`config.mk`:
```
export PLATFORM = sky130hd
export DESIGN_NAME = enemy_slot_ctrl
export DESIGN_NICKNAME = d
export VERILOG_FILES = /design/src/rtl/enemy_slot_ctrl.sv
export SDC_FILE = /design/constraint.sdc
export NUM_CORES = 1
export LEC_CHECK = 0
export BUFFER_PORTS_ARGS = -buffer_cell sky130_fd_sc_hd__buf_2
export CORE_ASPECT_RATIO = 1.2
export CORE_MARGIN = 1.5
export CORE_UTILIZATION = 40
export CTS_BUF_LIST = sky130_fd_sc_hd__clkbuf_8
export DETAILED_ROUTE_END_ITERATION = 16
export PLACE_DENSITY_LB_ADDON = 0.12
export SYNTH_ARGS = -nofsm -noshare
export SYNTH_HDL_FRONTEND = slang
export SYNTH_SLANG_ARGS = --single-unit
```
`constraint.sdc`:
```
create_clock -name clk -period 5.1 [get_ports clk]
set_input_delay 0.255 -clock clk [delete_from_list [all_inputs] [get_ports clk]]
set_output_delay 0.255 -clock clk [all_outputs]
set_load 0.01 [all_outputs]
```
`src/rtl/enemy_slot_ctrl.sv`:
```
// enemy_slot_ctrl: one on-screen enemy slot. Tracks spawn, per-frame descent,
// type-2 zigzag, bullet hits with immunity cooldown, death flash and escape,
// and presents the type/health/position descriptor to the sprite renderer.
// The renderer-facing type port is named enemy_type because "type" is a
// reserved word in SystemVerilog.
module enemy_slot_ctrl #(
  parameter logic [9:0] Y_START   = 10'd40,
  parameter logic [9:0] Y_BOTTOM  = 10'd472,
  parameter logic [9:0] X_MIN     = 10'd8,
  parameter logic [9:0] X_MAX     = 10'd631,
  parameter logic [9:0] SPD0      = 10'd2,
  parameter logic [9:0] SPD1      = 10'd1,
  parameter logic [9:0] SPD2      = 10'd1,
  parameter logic [3:0] DEATH_FRM = 4'd8,
  parameter logic [3:0] HIT_CD    = 4'd4
) (
  input  logic       clk,
  input  logic       rst_n,
  input  logic       frame_tick,
  input  logic       spawn_req,
  input  logic [1:0] spawn_type,
  input  logic [9:0] spawn_x,
  input  logic       hit,
  output logic       spawn_ack,
  output logic       active,
  output logic       dying,
  output logic [1:0] enemy_type,
  output logic [3:0] health,
  output logic [9:0] x_mid,
  output logic [9:0] y_mid,
  output logic       killed,
  output logic       escaped
);

  typedef enum logic [1:0] {
    S_IDLE   = 2'd0,
    S_ACTIVE = 2'd1,
    S_DYING  = 2'd2
  } state_t;

  state_t      state_q, state_d;
  logic [1:0]  type_q, type_d;
  logic [3:0]  health_q, health_d;
  logic [9:0]  x_q, x_d;
  logic [9:0]  y_q, y_d;
  logic [3:0]  cd_q, cd_d;       // hit immunity, in frames
  logic [3:0]  frm_q, frm_d;     // zigzag period counter while ACTIVE, death frames while DYING
  logic        dir_q, dir_d;     // zigzag direction, 1 = +x
  logic        ack_q, ack_d;
  logic        killed_q, killed_d;
  logic        escaped_q, escaped_d;

  // Movement helpers, widened to 11 bits so the bound compares cannot wrap.
  logic [9:0]  spd;
  logic [10:0] y_sum;
  logic [10:0] x_inc;
  logic [9:0]  x_step;
  logic        x_at_edge;
  logic        hit_ok;
  logic        hit_fatal;

  // Per-type descent speed and the next zigzag x position with clamping.
  always_comb begin
    spd       = SPD2;
    x_step    = x_q;
    x_at_edge = 1'b0;
    x_inc     = {1'b0, x_q} + 11'd1;
    case (type_q)
      2'd0:    spd = SPD0;
      2'd1:    spd = SPD1;
      default: spd = SPD2;
    endcase
    y_sum = {1'b0, y_q} + {1'b0, spd};
    if (dir_q) begin
      if (x_inc >= {1'b0, X_MAX}) begin
        x_step    = X_MAX;
        x_at_edge = 1'b1;
      end else begin
        x_step = x_inc[9:0];
      end
    end else begin
      if ({1'b0, x_q} <= ({1'b0, X_MIN} + 11'd1)) begin
        x_step    = X_MIN;
        x_at_edge = 1'b1;
      end else begin
        x_step = x_q - 10'd1;
      end
    end
    hit_ok    = hit && (cd_q == 4'd0);
    hit_fatal = hit_ok && (health_q <= 4'd1);
  end

  // Next-state and register updates for spawn, movement, hits and death timing.
  always_comb begin
    state_d   = state_q;
    type_d    = type_q;
    health_d  = health_q;
    x_d       = x_q;
    y_d       = y_q;
    cd_d      = cd_q;
    frm_d     = frm_q;
    dir_d     = dir_q;
    ack_d     = 1'b0;
    killed_d  = 1'b0;
    escaped_d = 1'b0;
    case (state_q)
      S_IDLE: begin
        if (spawn_req && (spawn_type != 2'd3)) begin
          state_d = S_ACTIVE;
          ack_d   = 1'b1;
          type_d  = spawn_type;
          x_d     = spawn_x;
          y_d     = Y_START;
          cd_d    = 4'd0;
          frm_d   = 4'd0;
          dir_d   = 1'b1;
          case (spawn_type)
            2'd0:    health_d = 4'd1;
            2'd1:    health_d = 4'd4;
            default: health_d = 4'd2;
          endcase
        end
      end
      S_ACTIVE: begin
        if (hit_fatal) begin
          // A kill freezes the enemy where it is, even on a frame update.
          health_d = 4'd0;
          killed_d = 1'b1;
          state_d  = S_DYING;
          frm_d    = 4'd0;
        end else begin
          if (hit_ok) begin
            health_d = health_q - 4'd1;
            cd_d     = HIT_CD;
          end else if (frame_tick && (cd_q != 4'd0)) begin
            cd_d = cd_q - 4'd1;
          end
          if (frame_tick) begin
            if (y_sum >= {1'b0, Y_BOTTOM}) begin
              y_d       = Y_BOTTOM;
              escaped_d = 1'b1;
              state_d   = S_IDLE;
            end else begin
              y_d = y_sum[9:0];
            end
            if (type_q == 2'd2) begin
              x_d   = x_step;
              frm_d = frm_q + 4'd1;
              if (x_at_edge || (frm_q == 4'hF)) begin
                dir_d = ~dir_q;
              end
            end
          end
        end
      end
      S_DYING: begin
        if (frame_tick) begin
          if (frm_q == (DEATH_FRM - 4'd1)) begin
            state_d = S_IDLE;
            frm_d   = 4'd0;
          end else begin
            frm_d = frm_q + 4'd1;
          end
        end
      end
      default: begin
        state_d = S_IDLE;
      end
    endcase
  end

  // State register with asynchronous clear.
  always_ff @(posedge clk or negedge rst_n) begin
    if (!rst_n) begin
      state_q   <= S_IDLE;
      type_q    <= 2'd0;
      health_q  <= 4'd0;
      x_q       <= 10'd0;
      y_q       <= 10'd0;
      cd_q      <= 4'd0;
      frm_q     <= 4'd0;
      dir_q     <= 1'b1;
      ack_q     <= 1'b0;
      killed_q  <= 1'b0;
      escaped_q <= 1'b0;
    end else begin
      state_q   <= state_d;
      type_q    <= type_d;
      health_q  <= health_d;
      x_q       <= x_d;
      y_q       <= y_d;
      cd_q      <= cd_d;
      frm_q     <= frm_d;
      dir_q     <= dir_d;
      ack_q     <= ack_d;
      killed_q  <= killed_d;
      escaped_q <= escaped_d;
    end
  end

  assign spawn_ack  = ack_q;
  assign active     = (state_q == S_ACTIVE);
  assign dying      = (state_q == S_DYING);
  assign enemy_type = type_q;
  assign health     = health_q;
  assign x_mid      = x_q;
  assign y_mid      = y_q;
  assign killed     = killed_q;
  assign escaped    = escaped_q;

endmodule
```
==> flow_summary.toml <==
[clock_tree]
clock_latency_ns = 0.29
numCtsBuffers = 5
hold_buffers = 0
ctsResizeCount = 0
cts_root_buf = "clkbuf_8"
ctsHtreeMaxLevel = 2
cts_tree = "done"
clock-sinks = 40
clockBufferDepth = 2
clk_pin_slew_ns = 0.08
post-cts-setup-buffers = 0

[worst_setup_path]
endpoint_kind = "flop"
path_class = "reg -> reg"
path_buf_inv = 1
slowest_stage = "a311o_1"
slowest_delay_ns = 0.44
worstPathArrival_ns = 3.19
path_depth = 9
r2r_cells = 9
required_ns = 5.28
crit_family = "compound AO/OA/AOI/OAI gates"
startpoint_type = "flop"
crit_fanout = 7
cp_cell_sequence = "or2_2, ha_1, inv_1, fa_1, and4b_1, o21ai_0, a32oi_1, nand3_1, a311o_1"

[logic_synthesis]
synth_seq_cells = 40
async_flop_share_pct = 100
ys_seq_area_share_pct = 31.3
synth_area_um2 = 3200
syn_area_per_cell_um2 = 8.36
synthFlopType = "dfrtp_1"
synth.distinct_cells = 72
syn_nets = 416
synthCells = 383
yosysWarningCount = 0
synth_edf_count = 0

[min_path]
min_path_type = "in -> async"

[route]
viasPerCell = 6.19
drt_iter0_markers = 166
vias = 3138
routed_wirelength_um = 8840
routedWlPerCell_um = 17.4
first_pass_iters = 4
ant_nets = 0
drc = 0

[outcome]
status = "complete, no violations"

[power_and_ir_drop]
powerDensity_nw_per_um2 = 597
p_leak_nw = 1.53
peakVddDrop_v = 0.000251

[floorplanning]
initial_utilization_pct = 41.5
num_rows = 35
num_io_pins = 48
die_x_um = 84.7
die_area_um2 = 8550
core_um2 = 7710
die_h_um = 101

[placed_design]
detailedPlace.worstSlack_ns = 2.14
gp_congestion = 0.831
dpl.hpwl_um = 6280
io_buffers = 47

[global_route]
grt_usage_pct = 21.6
antenna_found_initial = 0
grt_pass1_vias = 2968
grt_remaining_overflow = 0
grt_max_degree = 41
grt_pass1_wl_um = 15000

[sta]
fmax_mhz = 333
finalSetupViolCount = 0
min_period_over_period_pct = 58.9
hold_viol = 0
rsz0062_at_grt = "no"
tightest_slew_ns = 0.896
finalWorstPathRequiredPeriod_ns = 3.01
finalMaxSlewViolations = 0
slew_headroom_pct = 40.3
setup_tns_ns = 0
fin_worst_skew_ns = 0.00624
fin_ws_ns = 2.09

[final_layout]
multi_input_area_um2 = 1990
drive_gt1_share_pct = 18.3
nNetsFinal = 447
register_area_um2 = 1000
final_common_cell = "buf_2"
n_antenna_cell = 0
nFillCells = 778
layout_common_cells = "47 x buf_2, 39 x dfrtp_1, 27 x inv_1, 27 x o21ai_0, 24 x nand2_1"
area_growth_pct = 10.6

[flow_run]
drv_cap = 0
[path summary, 6_finish.rpt]
path | start | slack [ns] | end
worst min register to register | cd_q[0]$_DFFE_PN0P_ | 0.52 | cd_q[0]$_DFFE_PN0P_
worst min-delay path | rst_n | 0.08 | health[1]$_DFFE_PN0P_
worst max register to register | enemy_type[1]$_DFFE_PN0P_ | 2.09 | state_q[1]$_DFFE_PN0P_
min in group clk | spawn_type[0] | 0.26 | enemy_type[0]$_DFFE_PN0P_
worst max-delay path | enemy_type[1]$_DFFE_PN0P_ | 2.09 | state_q[1]$_DFFE_PN0P_
max in group asynchronous | rst_n | 4.45 | y_mid[8]$_DFFE_PN0P_
[per-stage QoR]
stage	hold slack, ns	power [mW]	area, um^2	std cells	util [%]
after global placement	0.448	1.87	3450	499	44.8
after global routing	0.174	2.32	3540	507	45.9
after CTS	0.126	2.11	3540	507	45.9
after detailed placement	0.456	1.88	3450	499	44.8
final	0.0819	2.11	3540	507	45.9
after floorplan	-0.0406	1.54	3200	383	-
[routing by layer]
metal  wire [um]  up-vias  track usage, %  part of all wire, %
met3         355       18            2.70                  4.0
met5           0        -               0                    0
met4         203        0            7.20                  2.3
met1        4020     1538            29.2                   46
met2        4260       81            35.8                   48
li1            -     1501               -                    -
[Yosys cell counts, types with 7 or more instances]
library cell  instances  area share [%]
dfrtp_1              39              30
o21ai_0              27             4.2
inv_1                25             2.9
nand2_1              24             2.8
a21oi_1              21             3.3
nor2_1               21             2.5
nand3_1              19             3.0
clkbuf_1             15             1.8
ha_1                 15             5.9
nor3_1               12             1.9
a211oi_1              8             1.9
or3_1                 8             1.6
and3_1                7             1.4
[registers in the layout, indices dropped and copies added, names as in the netlist]
register / cells
y_mid: 10
escaped: 1
dir_q: 1
health: 4
cd_q: 4
spawn_ack: 1
frm_q: 4
x_mid: 10
state_q: 2
enemy_type: 2
killed: 1
[kinds of logic (layout without fill, tap and decap cells)]
group	after synthesis	count (layout)	synth area share [%]
AOI/OAI and AO/OA	125	125	27.4
xor gates and xnor gates	8	8	2.19
adders and majority gates	16	16	6.49
buffers and inverters	51	83	6.68
DFF	40	40	31.3
muxes	7	7	2.31
and+or+nand+nor	136	136	23.7
[final cells by class]
class	instances	share of cell area, %
multi-input cells	292	56.1
flip-flops and latches	40	28.3
repair buffers	49	7.07
well taps	92	3.25
inverters	26	2.76
clock buffers	6	2.33
clock inverters	2	0.212
[report_power, final]
part	total (mW)	internal [mW]	switching, mW
Sequential	0.680	0.432	0.248
Combinational	1.21	0.492	0.719
Clock	0.221	0.107	0.114
Total	2.11	1.03	1.08
No activity file was read; power rests on OpenSTA's default activity.
